`src/rtl/fifo_wr_ptr_ctrl.sv`:
```
// Async FIFO write-side pointer control: qualifies writes, drives memory strobe/address, and publishes Gray pointer, full/almost-full and fill level.
// Latency: wr_en_mem is same-cycle combinational; pointer, flags and count register on the accepting edge. Backpressure: writes are dropped while full.
// Optional WR_OVF_FLAG_EN adds sticky ovf_err, set on a write attempt while full.
module fifo_wr_ptr_ctrl #(
    parameter int ADDR_WIDTH = 3,
    parameter int AF_THRESH  = 7
) (
    input  logic                  CLK,
    input  logic                  RST,
    input  logic                  wr_req,
    input  logic [ADDR_WIDTH:0]   rd_gray_ptr_sync,
    output logic                  wr_en_mem,
    output logic [ADDR_WIDTH-1:0] wr_addr,
    output logic [ADDR_WIDTH:0]   wr_gray_ptr,
    output logic                  full,
    output logic                  almost_full,
`ifdef WR_OVF_FLAG_EN
    output logic [ADDR_WIDTH:0]   wr_count,
    output logic                  ovf_err
`else
    output logic [ADDR_WIDTH:0]   wr_count
`endif
);

    localparam int P = ADDR_WIDTH + 1;
    localparam logic [ADDR_WIDTH:0] AF_LVL = AF_THRESH[ADDR_WIDTH:0];

    logic [P-1:0] r_bin;
    logic [P-1:0] r_gray;
    logic         r_full;
    logic         r_af;
    logic [P-1:0] r_count;

    logic         w_accept;
    logic [P-1:0] w_bin_next;
    logic [P-1:0] w_gray_next;
    logic [P-1:0] w_rd_bin;
    logic [P-1:0] w_full_cmp;
    logic [P-1:0] w_count_next;

    assign w_accept    = wr_req & ~r_full & ~RST;
    assign w_bin_next  = r_bin + {{ADDR_WIDTH{1'b0}}, w_accept};
    assign w_gray_next = w_bin_next ^ (w_bin_next >> 1);

    // Each binary bit is the XOR of all Gray bits at or above it.
    always_comb begin
        w_rd_bin = '0;
        for (int i = 0; i < P; i++) begin
            w_rd_bin[i] = ^(rd_gray_ptr_sync >> i);
        end
    end

    // Full when the write pointer is exactly one lap ahead of the read pointer.
    assign w_full_cmp   = {~rd_gray_ptr_sync[P-1:P-2], rd_gray_ptr_sync[P-3:0]};
    assign w_count_next = w_bin_next - w_rd_bin;

    always_ff @(posedge CLK) begin
        if (RST) begin
            r_bin   <= '0;
            r_gray  <= '0;
            r_full  <= 1'b0;
            r_af    <= 1'b0;
            r_count <= '0;
        end else begin
            r_bin   <= w_bin_next;
            r_gray  <= w_gray_next;
            r_full  <= (w_gray_next == w_full_cmp);
            r_af    <= (w_count_next >= AF_LVL);
            r_count <= w_count_next;
        end
    end

`ifdef WR_OVF_FLAG_EN
    logic r_ovf;

    always_ff @(posedge CLK) begin
        if (RST) begin
            r_ovf <= 1'b0;
        end else if (wr_req && r_full) begin
            r_ovf <= 1'b1;
        end
    end

    assign ovf_err = r_ovf;
`endif

    assign wr_en_mem   = w_accept;
    assign wr_addr     = r_bin[ADDR_WIDTH-1:0];
    assign wr_gray_ptr = r_gray;
    assign full        = r_full;
    assign almost_full = r_af;
    assign wr_count    = r_count;

endmodule

```
`config.mk`:
```
export PLATFORM = sky130hd
export DESIGN_NAME = fifo_wr_ptr_ctrl
export DESIGN_NICKNAME = d
export VERILOG_FILES = /design/src/rtl/fifo_wr_ptr_ctrl.sv
export SDC_FILE = /design/constraint.sdc
export NUM_CORES = 1
export LEC_CHECK = 0
export ABC_AREA = 1
export CAP_MARGIN = 40
export CORE_MARGIN = 2
export CORE_UTILIZATION = 40
export DETAILED_ROUTE_END_ITERATION = 6
export PLACE_DENSITY = 0.75
export SYNTH_ARGS = -nofsm -noshare
export SYNTH_HDL_FRONTEND = slang
export SYNTH_SLANG_ARGS = --single-unit
```
`constraint.sdc`:
```
create_clock -name CLK -period 1.9 [get_ports CLK]
set_input_delay 0.19 -clock CLK [delete_from_list [all_inputs] [get_ports CLK]]
set_output_delay 0.19 -clock CLK [all_outputs]
set_load 0.05 [all_outputs]
```
* After elaboration in Yosys (flattened, before gate mapping)
Cells that the tools add are included.
W data, S select, Z words.
** Word-level totals
- Word-level logic and storage cells :: 19
- Register bits after elaboration :: 14
- Output and inout port bits :: 14
- Input port bits :: 7
** Operators by class
- Add/sub/neg operators :: 2
- Equality and inequality tests :: 1
- Reduce and logical (&&, ||, !) cells :: 4
- Bitwise gates (word level) :: 6
- Magnitude comparators :: 1
** Operators with widths (number)
- $reduce_xor A4 Y1 :: 4
- $add A4 B1 Y4 :: 1
- $eq A4 B4 Y1 :: 1
- $ge A4 B3 Y1 const B :: 1
- $sub A4 B4 Y4 :: 1
- $xor A4 B3 Y4 :: 1
- $and A1 B1 Y1 :: 2
- $not A1 Y1 :: 2
- $not A2 Y2 :: 1

* Depth between registers and ports, before layout
Gate-level depths: netlist of the first run.
- Word-level depth :: 6
- Gate-level depth with buffers :: 14
- Depth with buffers taken out :: 14

* Least setup slack after synthesis of the first run
OpenSTA, ideal clock, no wires.
- Kind :: register to register
- Start :: register r_full, in the netlist full
- End :: register r_af, in the netlist almost_full
- Data required time :: 1.787 ns
- Clock period less this slack :: 2.684 ns
- Stages on the path, launching flop included :: 12
- Data arrival time :: 2.571 ns
- Setup slack :: -0.784 ns
- Buffers on the path :: 0
- Cell sequence :: dfxtp_1 > nor2_1 > ha_1 > ha_1 > ha_1 > inv_1 > o21bai_1 > nand2_1 > nand2_1 > nand2_1 > nand3_2 > nand2_1
** On the way
- Word-level cells in the longest chain between the ends :: 6
** Ends and longest elaborated chain
- from (decl) :: RTL line 30 : logic r_full;
- from (signal assigned) :: RTL line 67 : r_full <= (w_gray_next == w_full_cmp);
- $not A1 Y1 :: RTL line 41 : assign w_accept = wr_req & ~r_full & ~RST;
- $and A1 B1 Y1 (2 in a row) :: RTL line 41
- net wr_en_mem :: RTL line 12 : output logic wr_en_mem,
- $add A4 B1 Y4 :: RTL line 42 : assign w_bin_next = r_bin + {{ADDR_WIDTH{1'b0}}, w_accept};
- net w_bin_next[1] :: RTL line 35 : logic [P-1:0] w_bin_next;
- $sub A4 B4 Y4 :: RTL line 55 : assign w_count_next = w_bin_next - w_rd_bin;
- $ge A4 B3 Y1 :: RTL line 68 : r_af <= (w_count_next >= AF_LVL);
- to (signal assigned) :: RTL line 68
- to (decl) :: RTL line 31 : logic r_af;
The timed path passes the listed nets, and every way through them passes these cells.
A chain may end at the register's enable or synchronous reset.

* Worst setup path in the final report of the first run
- Start :: input port wr_req
- End :: register r_af, in the netlist almost_full
** On the way
- Word-level cells in the longest chain between the ends :: 5
** Ends and longest elaborated chain
- from (decl) :: RTL line 10 : input logic wr_req,
- $and A1 B1 Y1 (2 in a row) :: RTL line 41
- $add A4 B1 Y4 :: RTL line 42
- net w_bin_next[1] :: RTL line 35
- $sub A4 B4 Y4 :: RTL line 55
- $ge A4 B3 Y1 :: RTL line 68
The timed path passes the listed nets, and every way through them passes these cells.

==> results of run 1 <==
[worst register-to-register path, delay by kind of cell, from the launching register on]
| kind | cells | cell delay (ns) |
|---|---|---|
| buffers and inverters | 1 | 0.03 |
| AND/OR/NAND/NOR | 6 | 0.47 |
| AO/OA/AOI/OAI | 1 | 0.19 |
| adder cells (fa/ha/maj) | 3 | 0.62 |
| flip-flops | 1 | 0.35 |
[metal layers]
layer / GRT usage, % / vias up / part of all wire, %
met2: 28.9 / 26 / 51
met3: 3.14 / 7 / 5.0
met1: 22.4 / 361 / 41
met5: 0 / - / 0
met4: 11.4 / 0 / 3.3
li1: - / 401 / -
[per-stage QoR]
step | setup TNS (ns) | instance area, sq um | std cells
global placement | -1.37 | 1120 | 161
finish | 0 | 1200 | 167
detailed placement | -1.54 | 1120 | 161
floorplan | -0.0838 | 768 | 102
global route | -0.0558 | 1200 | 167
CTS | 0 | 1160 | 167
[registers in the layout, indices dropped and copies added (netlist names)]
| signal | count |
|---|---|
| full | 1 |
| almost_full | 1 |
| r_bin | 4 |
| wr_gray_ptr | 3 |
| wr_count | 4 |
[cell usage after synthesis (all sizes together)]
cell type / n
a21oi: 4
clkbuf: 1
dfxtp: 13
fa: 1
ha: 4
inv: 12
nand2: 37
nand3: 10
nand3b: 1
nand4: 2
nor2: 12
nor3: 1
o21bai: 1
xnor2: 1
xor2: 2
[final cells by class]
type / instances / share of cell area, %
Clock buffer: 4 / 2.19
Inverter: 12 / 3.75
Multi-Input combinational cell: 76 / 41.4
Sequential cell: 13 / 22.0
Tap cell: 25 / 2.60
Timing Repair Buffer: 37 / 28.1
[report_power, final]
part           switching (mW)  leakage [nW]  internal, mW
logic                   0.212         0.440         0.155
clock network          0.0891        0.0150        0.0815
registers             0.00921         0.107         0.297
[logic make-up after synthesis]
group,Yosys count,synth area share (%)
AO/OA/AOI/OAI,5,3.83
XOR/XNOR,3,4.70
adder cells (fa/ha/maj),5,9.74
buffers and inverters,13,6.78
flip-flops,13,36.2
AND/OR/NAND/NOR,63,38.8
[worst paths after layout]
path                            slack (ns)  cells past startpoint           to           startpoint
worst max-delay path                  0.05                     13  almost_full               wr_req
worst min-delay path                  0.35                      4         full  rd_gray_ptr_sync[2]
worst max register to register        0.14                     11  almost_full                 full
worst min register to register        0.69                      3     r_bin[2]             r_bin[2]
[what timing repair did]
| action | CTS | global route |
|---|---|---|
| setup buffers | 2 | 0 |
| pin swaps | 6 | 5 |
| setup endpoints to repair | 2 | 2 |
| gates resized for setup | 7 | 7 |
==> results.cfg, run 1 <==
[floorplanning]
num_rows = 15
die_area_sq_mm = 0.00215
die_x_um = 46.4
die_h_um = 46.4
start_util_pct = 42.1
io_pins = 21
fp.coreArea_sq_mm = 0.00171

[cts]
cts_root_buffer = clkbuf_4
ctsHoldBuffers = 0
clk_latency_ns = 0.28
cts_buffer_depth = 2
htreeDepth = 1
cts_buffers = 3
cts_tree = done
cts.clk_slew.worst_paths_ns = 0.08
clock_sinks = 13

[layout]
post-route-util_pct = 70.3
fill_cells = 133
register_area_sq_um = 264
antenna_cells = 0
layout.cells.most_common = nand2_1
nets = 155
drive_gt1_share_pct = 29.6
multi_input_comb_area_sq_um = 497
final_cell_mix = nand2_1, buf_4, clkdlybuf4s50_1
syn_to_final_growth_pct = 67.0

[detailed_routing]
avgViaCountPerCell = 4.76
vias = 795
drtIter0Drc = 16
drt_wl_total_mm = 1.82
drtAntennaViolNets = 0
drc = 0
avgRoutedWirePerCell_um = 10.9
drt_first_pass_iters = 4

[place]
pre_cts_ws_ns = -0.359
place_hpwl_mm = 1.42
port_buffers = 20
gp_routability_congestion = 0.785

[timing]
setup_ws_ns = 0.0538
fmax_mhz = 542
relSlewSlack_pct = 66.2
period_share_pct = 97.2
tightest_slew_ns = 0.506
finalMaxSlewViolations = 0
period_minus_slack_ns = 1.85
setup_viol = 0
hold_viol_final = 0
finClkSkew_ns = 0.00664
whs_ns = 0.355

[worst_setup_path]
cp.required_ns = 2.08
crit_slowest_cell = clkdlybuf4s50_1
cp_common_cell = nand2_1
crit_arrival_ns = 2.02
end_kind = register
critPathKind = in -> reg
path_buf_inv = 2
critPathTopFamily = adder cells
critPathLaunchType = input pin
crit_chain = clkdlybuf4s50_1 > nand2_2 > nor2_4 > ha_4 > ha_4 > ha_4 > inv_1 > o21bai_1 > nand2_1 > nand2_1 > nand2_1 > nand3_2 > nand2_1
crit_fanout = 3
critical_path.max_stage_delay_ns = 0.48

[synthesis]
synth_warnings = 0
yosysUniqueCellTypes = 18
yosysTopAreaCell = dfxtp_1
synth_cells = 102
yosysTopAreaCellShare_pct = 36.2
synth_fp_nets = 114
seq_area_frac_synth_pct = 36.2
syn_area_sq_um = 719
synth_area_per_cell_sq_um = 7.05
ys_top_cells_by_area = dfxtp_1, nand2_1, ha_1
ys_ff_latch = 13

[power_and_ir_drop]
ir_worst_vdd_mv = 0.536
finalPower_uw = 845
p_leak_nw = 0.562
p_per_area_mw_per_mm2 = 703

[run]
maxCapViolCount = 0

[run_status]
outcome = complete, no violations

[global_route]
grt_max_degree = 12
overflow = 0
grt_pass1_vias = 688
grt_usage_pct = 18.2
antenna_found_initial = 0
grt_pass1_wl_mm = 2.70

[hold_path]
hold_path_class = in -> reg
Note: power is estimated with default switching activity, not from simulation.
==> run 2, diff against run 1 <==
--- a/config.mk
+++ b/config.mk
@@ -11,6 +11,7 @@
 export CORE_UTILIZATION = 40
 export DETAILED_ROUTE_END_ITERATION = 6
 export PLACE_DENSITY = 0.75
+export REMOVE_ABC_BUFFERS = 1
 export SYNTH_ARGS = -nofsm -noshare
 export SYNTH_HDL_FRONTEND = slang
 export SYNTH_SLANG_ARGS = --single-unit
==> run 2 against run 1 <==
Compared with the run above:
- critical path depth is 12 lower
- largest power group unchanged
- final cell count is 1.8% higher
- cell area is 0.73% lower
- register-to-register slack worse by 0.02 ns
==> results.cfg, run 2 (synthesis results as in run 1) <==
[run_status]
outcome = complete, no violations

[place]
port_buffers = 20
postPlaceCellArea_sq_mm = 0.00108
gp_routability_congestion = 0.863
place_hpwl_mm = 1.45
dpl.cell_count = 163

[floorplanning]
die_h_um = 46.4
die_x_um = 46.4
die_area_sq_mm = 0.00215
fp.coreArea_sq_mm = 0.00171
num_rows = 15
start_util_pct = 42.1
io_pins = 21

[cts]
cts_buffer_depth = 2
cts_tree = done
clk_latency_ns = 0.28
clock_sinks = 13
ctsHoldBuffers = 0
cts.clk_slew.worst_paths_ns = 0.08
cts_buffers = 3
htreeDepth = 1
cts_root_buffer = clkbuf_4

[global_route]
grt_pass1_vias = 706
grt_max_degree = 12
grt_pass1_wl_mm = 3.09
grt_usage_pct = 21.1
antenna_found_initial = 0
overflow = 0

[detailed_routing]
avgRoutedWirePerCell_um = 11.3
drc = 0
drtIter0Drc = 21
drtAntennaViolNets = 0
vias = 803
drt_wl_total_mm = 1.93
avgViaCountPerCell = 4.72
drt_first_pass_iters = 4

[worst_setup_path]
crit_chain = clkdlybuf4s50_1
critPathLaunchType = register
critPathKind = reg -> out
crit_cells = 1
r2r_cells = 8
crit_path_start = r_bin[1]
crit_arrival_ns = 1.60
r2r_start = full
crit_fanout = 5
path_buf_inv = 1
crit_slowest_cell = clkdlybuf4s50_1
critPathTopFamily = buffers and inverters
r2r_slack_ns = 0.12
cp.required_ns = 1.71
end_kind = primary output
critical_path.endpoint = wr_addr[1]
r2r-end = almost_full
critical_path.max_stage_delay_ns = 0.85

[layout]
final_cell_mix = nand2_1, buf_4, clkdlybuf4s50_1
finalInstanceArea_sq_mm = 0.00119
antenna_cells = 0
syn_to_final_growth_pct = 65.7
layout.cells.non_filler = 170
fill_cells = 136
drive_gt1_share_pct = 29.0
layout.cells.most_common = nand2_1
nets = 158

[timing]
period_minus_slack_ns = 1.79
finalMaxSlewViolations = 0
fmax_mhz = 558
finClkSkew_ns = 0.00315
hold_viol_final = 0
tightest_slew_ns = 0.506
period_share_pct = 94.4
finalSetupTns_ns = 0
relSlewSlack_pct = 66.2
setup_viol = 0

[run]
maxCapViolCount = 0

[power_and_ir_drop]
ir_worst_vdd_mv = 0.605
p_leak_nw = 0.575
p_per_area_mw_per_mm2 = 712

[hold_path]
hold_path_class = in -> reg
==> run 2: changes by cell type in the layout (fill, tap and decap cells not counted), sizes merged <==
cell and delta:
clkdlybuf4s15 -1, dlygate4sd2 +1, buf +3
==> run 2: worst min path at each step <==
stage | start | end | slack [ns] | cells after the start
global route | rd_gray_ptr_sync[2] | full | 0.38 | 4
detailed placement | r_bin[0] | r_bin[0] | 0.67 | 3
global placement | r_bin[0] | r_bin[0] | 0.62 | 3
finish | rd_gray_ptr_sync[2] | full | 0.34 | 4
floorplan | RST | wr_count[2] | 0.26 | 1
CTS | rd_gray_ptr_sync[2] | full | 0.33 | 4
==> run 2: what timing repair did <==
| action | 4_1_cts | 5_1_grt |
|---|---|---|
| setup buffers | 2 | 1 |
| pin swaps | 13 | 10 |
| endpoints found under the hold margin | 0 | 0 |
| gates resized for setup | 10 | 6 |
| endpoints found under the setup margin | 5 | 3 |
==> run 2: routing by layer <==
| layer | track usage, % | vias up | routed length, um |
|---|---|---|---|
| li1 | - | 408 | - |
| met1 | 25.8 | 363 | 771 |
| met2 | 34.2 | 26 | 1000 |
| met3 | 7.84 | 6 | 110 |
| met4 | 6.29 | 0 | 44 |
| met5 | 0 | - | 0 |
==> run 2: cell type report <==
type | count | area, sq um | share of cell area (%)
repair buffers | 40 | 359 | 30.1
well taps | 25 | 31.3 | 2.62
multi-input cells | 76 | 470 | 39.5
flip-flops and latches | 13 | 260 | 21.8
inverters | 12 | 45.0 | 3.78
clock buffers | 4 | 26.3 | 2.20
==> run 2: power breakdown <==
part	switching (mW)	total, mW	internal (mW)	leakage [nW]
Clock	0.0915	0.173	0.0816	0.0150
Sequential	0.0105	0.309	0.298	0.107
Combinational	0.210	0.367	0.158	0.453
==> run 2: stage by stage <==
step | utilization [%] | worst slack, ns | power, mW | hold slack [ns]
floorplan | - | -0.784 | 0.510 | 0.259
global placement | 63.5 | -0.370 | 0.646 | 0.618
detailed placement | 63.5 | -0.453 | 0.653 | 0.667
CTS | 68.2 | 0.0126 | 0.842 | 0.332
global route | 69.8 | -0.00412 | 0.901 | 0.376
finish | 69.8 | 0.107 | 0.849 | 0.341
==> run 3, diff against run 2 <==
--- a/config.mk
+++ b/config.mk
@@ -9,7 +9,9 @@
 export CAP_MARGIN = 40
 export CORE_MARGIN = 2
 export CORE_UTILIZATION = 40
+export CTS_BUF_LIST = sky130_fd_sc_hd__clkbuf_8
 export DETAILED_ROUTE_END_ITERATION = 6
+export HOLD_SLACK_MARGIN = 0.1
 export PLACE_DENSITY = 0.75
 export REMOVE_ABC_BUFFERS = 1
 export SYNTH_ARGS = -nofsm -noshare
==> run 3 against run 2 <==
Compared with the run above:
- worst setup slack got worse by 0.083 ns
- clock power increased by 39%
- count of clock-buffer cells in the layout decreased by 1
- largest cell class unchanged
==> results.cfg, run 3 (synthesis results as in run 1) <==
[run_status]
outcome = complete, no violations

[cts]
cts_buffers = 3
clock_sinks = 13
ctsHoldBuffers = 0
cts_root_buffer = clkbuf_8
clk_latency_ns = 0.24
htreeDepth = 1
cts_buffer_depth = 2
cts.clk_slew.worst_paths_ns = 0.05
cts_tree = done

[global_route]
grt_usage_pct = 22.0
overflow = 0
grt_pass1_vias = 741
antenna_found_initial = 0
grt_pass1_wl_mm = 3.22
grt_max_degree = 12

[power_and_ir_drop]
p_per_area_mw_per_mm2 = 766
ir_worst_vdd_mv = 0.607
p_leak_nw = 0.598
finalPower_uw = 942

[layout]
final_cell_mix = nand2_1, buf_4, clkdlybuf4s50_1
drive_gt1_share_pct = 28.8
layout.cells.most_common = nand2_1
antenna_cells = 0
nets = 159
syn_to_final_growth_pct = 71.0

[hold_path]
hold_path_class = in -> reg

[timing]
finalMaxSlewViolations = 0
fmax_mhz = 533
tightest_slew_ns = 0.524
finClkSkew_ns = 0.00318
setup_viol = 0
period_share_pct = 98.7
period_minus_slack_ns = 1.88
relSlewSlack_pct = 64.9
finalSetupTns_ns = 0
hold_viol_final = 0

[floorplanning]
die_area_sq_mm = 0.00215
start_util_pct = 42.1
io_pins = 21
num_rows = 15
fp.coreArea_sq_mm = 0.00171
die_h_um = 46.4
die_x_um = 46.4

[place]
port_buffers = 20
place_hpwl_mm = 1.45
gp_routability_congestion = 0.863

[detailed_routing]
drtAntennaViolNets = 0
avgViaCountPerCell = 4.87
drt_wl_total_mm = 2.21
drtIter0Drc = 15
avgRoutedWirePerCell_um = 12.9
drc = 0
vias = 832
drt_first_pass_iters = 4

[worst_setup_path]
cp.required_ns = 2.04
crit_arrival_ns = 2.01
critPathLaunchType = input pin
crit_fanout = 4
critPathKind = in -> reg
end_kind = register

[run]
maxCapViolCount = 0
-- run 3: changes by cell type in the layout (fill, tap and decap cells not counted) --
| cell | delta |
|---|---|
| clkbuf_4 | -3 |
| o21bai_4 | +1 |
| nand2_1 | +2 |
| inv_1 | +1 |
| clkdlybuf4s15_1 | +1 |
| clkbuf_1 | -1 |
| o21bai_1 | -1 |
| nand2_2 | -3 |
| nand2_4 | +1 |
| clkdlybuf4s50_1 | -1 |
| clkbuf_8 | +3 |
| buf_4 | +1 |
-- run 3: path summary, 6_finish.rpt --
| kind | slack [ns] | end | startpoint | cells past startpoint |
|---|---|---|---|---|
| setup / recovery | 0.02 | almost_full | rd_gray_ptr_sync[3] | 15 |
| hold / removal | 0.40 | full | rd_gray_ptr_sync[2] | 4 |
| setup reg to reg | 0.10 | almost_full | full | 12 |
| hold reg to reg | 0.69 | r_bin[3] | r_bin[3] | 4 |
-- run 3: layout make-up --
type / instances / area (sq um)
fillers: 136 / 478
repair buffers: 41 / 367
inverters: 12 / 45.0
well taps: 25 / 31.3
flip-flops and latches: 13 / 260
clock inverters: 1 / 3.75
multi-input cells: 76 / 482
clock buffers: 3 / 41.3
-- run 3: critical path: stages --
cell and delay [ns]:
clkdlybuf4s15_1 0.27, inv_1 0.08, nand2_1 0.14, nand2_4 0.09, xor2_2 0.16, xor2_1 0.17, ha_2 0.19, buf_4 0.13
buf_4 0.13, o21bai_4 0.11, nand2_1 0.07, nand2_1 0.08, nand2_1 0.08, nand3_2 0.08, nand2_1 0.05
-- run 3: layer usage --
metal | part of all wire, % | track usage (%) | up-vias | wire length (um)
met5 | 0 | 0 | - | 0
met4 | 2.3 | 6.29 | 0 | 51
li1 | - | - | 410 | -
met1 | 40 | 25.3 | 376 | 878
met3 | 5.4 | 7.84 | 6 | 119
met2 | 53 | 37.8 | 40 | 1160
-- run 3: repair_timing --
item	4_1_cts	5_1_grt
pin swaps	16	6
cloned	0	0
buffers inserted	2	2
resized for setup	11	7
endpoints found under the setup margin	5	3
-- run 3: metrics by stage --
| stage | utilization [%] | instances | setup slack, ns | area [sq um] | hold WS [ns] |
|---|---|---|---|---|---|
| 2_1_floorplan | - | 101 | -0.784 | 716 | 0.259 |
| 3_3_place_gp | 63.5 | 163 | -0.370 | 1080 | 0.618 |
| 3_5_place_dp | 63.5 | 163 | -0.453 | 1080 | 0.667 |
| 4_1_cts | 69.2 | 169 | 0.0403 | 1180 | 0.375 |
| 5_1_grt | 72.0 | 171 | -0.0360 | 1230 | 0.429 |
| 6_report | 72.0 | 171 | 0.0241 | 1230 | 0.398 |
-- run 3: report_power, final --
group,switching (mW),internal [mW]
Sequential,0.0116,0.299
Clock,0.0977,0.143
Combinational,0.224,0.167
==> RTL change, RTL diff (flow settings as in run 3) <==
Register the output `wr_count` once more, without a reset; this adds one clock of latency there. The other outputs are not delayed to match.
--- a/src/rtl/fifo_wr_ptr_ctrl.sv
+++ b/src/rtl/fifo_wr_ptr_ctrl.sv
@@ -91,3 +91,5 @@
     assign almost_full = r_af;
-    assign wr_count    = r_count;
+    always_ff @(posedge CLK) begin
+        wr_count <= r_count;
+    end
 
Check against the original RTL: not equivalent (Yosys sat finds a counterexample within 4 cycles, from zero or initial values and one cycle with RST high).
==> RTL change against run 3 <==
  * Utilization is 4.8 points lower
  * Critical path depth is 7 lower
  * Sequential cell count is 4 higher
  * Wire length is 3.7% lower
  * Setup slack better by 53 ps
  * Final area is 5.0% higher
  * Area after synthesis is 10% higher
  * Power is 12% higher
  * Largest power group is now sequential cells
==> RTL change: results <==
timing:
  finClkSkew_ps: 2.87
  worst_pin_slew_ps: 521
critical_path:
  worstReg2RegEnd: "almost_full"
  critical_path.max_fanout: 2
  critPathSlowestCell: "fa_2"
  arrival_ps: 2020
  worst_path_largest_cell_delay_ps: 440
  rrSetupSlack_ps: 80
  rr_worst_depth: 8
  r2r-start: "full"
  crit_family: "adder cells"
hold_path:
  hold_path_depth: 4
  holdPathEnd: "full"
finish:
  diodes: 0
  drive_gt1_share_pct: 29.6
  top_regs: "r_bin: 4 flops, r_count: 4 flops, wr_count: 4 flops"
  nets: 165
  seq_area_um2: 342
  fillCellCount: 165
global_routing:
  grt_pass1_vias: 808
  grt_use_met3_pct: 3.09
  grt_pass1_wl_um: 3520
  grtUsageMet2_pct: 34.3
  met1_usage_pct: 22.7
  antenna_found_initial: 0
  grt_usage_pct: 19.1
  grt_max_degree: 12
placed_design:
  gp_congestion: 0.929
  place_ws_ps: -459
  portBuffers: 20
  dpl.hpwl_um: 1510
  placed_area_um2: 1180
clock_tree:
  path_clk_slew_ps: 70
  clkLatencyLatePin_ps: 250
  numCtsBuffers: 3
  htree_levels: 1
  clock_path_buffers: 2
synthesis:
  synth_sequential_area_ratio_pct: 42.8
  ys_top_cells_by_area: "dfxtp_1 43%, nand2_1 14%, nand3_1 7.6%"
  ys_top_cells_by_count: "29 x nand2_1, 17 x dfxtp_1, 15 x inv_1"
  synth_cells: 107
  synth.distinct_cells: 17
  synth_async_sr_flop_share_pct: 0
  yosys_warnings: 0
pwr:
  leakage_nw: 0.648
  ir_worst_vdd_v: 0.000593
route:
  vias: 846
  drtIter0Drc: 16
  wl_met3_um: 95
  wl_met2_um: 1090
  m1WireLength_um: 913
  top_layer: "met4"
  viasPerCell: 4.73
  drt_first_pass_iters: 4
  totalWireLength_um: 2130
  drc_errors: 0
run_status:
  status: "finished clean"
RTL change: cell count changes after synthesis, sizes merged:
cell | run 3 | this run
xnor2 | 1 | 0
a21oi | 4 | 3
nand3 | 10 | 12
nand4 | 2 | 3
nand2 | 37 | 33
and2 | 0 | 1
dfxtp | 13 | 17
inv | 12 | 15
RTL change: per-stage QoR:
| step | power, mW | hold slack, ps |
|---|---|---|
| floorplan | 0.610 | 259 |
| global placement | 0.748 | 311 |
| detailed placement | 0.759 | 313 |
| CTS | 1.04 | 329 |
| global route | 1.11 | 310 |
| finish | 1.06 | 285 |
RTL change: final cells by class:
type	count	share of cell area [%]
multi-input combinational	74	34.4
timing repair buffer	42	28.6
sequential	17	26.5
inverter	15	4.36
clock buffer	3	3.20
tap	27	2.62
clock inverter	1	0.388
RTL change: worst max path at each step:
stage | from | to | slack [ps] | cells after the start
after floorplan | full | almost_full | -810 | 8
after global placement | rd_gray_ptr_sync[3] | almost_full | -390 | 11
after detailed placement | RST | almost_full | -460 | 11
after CTS | wr_req | almost_full | 6 | 10
after global routing | full | almost_full | -30 | 8
final | full | almost_full | 80 | 8
RTL change: repair_timing:
action,CTS,global route
endpoints found under the hold margin,0,0
gates resized for setup,11,11
cloned,0,0
setup endpoints to repair,5,4
setup buffers,1,2
pin swaps,8,8
RTL change: report_power, final:
part	internal [mW]	switching, mW	leakage, nW
Clock	0.146	0.126	0.0255
Combinational	0.161	0.212	0.481
Sequential	0.397	0.0141	0.141
Total	0.704	0.352	0.648
RTL change: cell families after synthesis:
group / share of synthesized area, %
compound gates: 2.83
buf+inv: 7.56
simple gates: 34.8
xor+xnor: 3.15
fa+ha+maj: 8.82
flops: 42.8
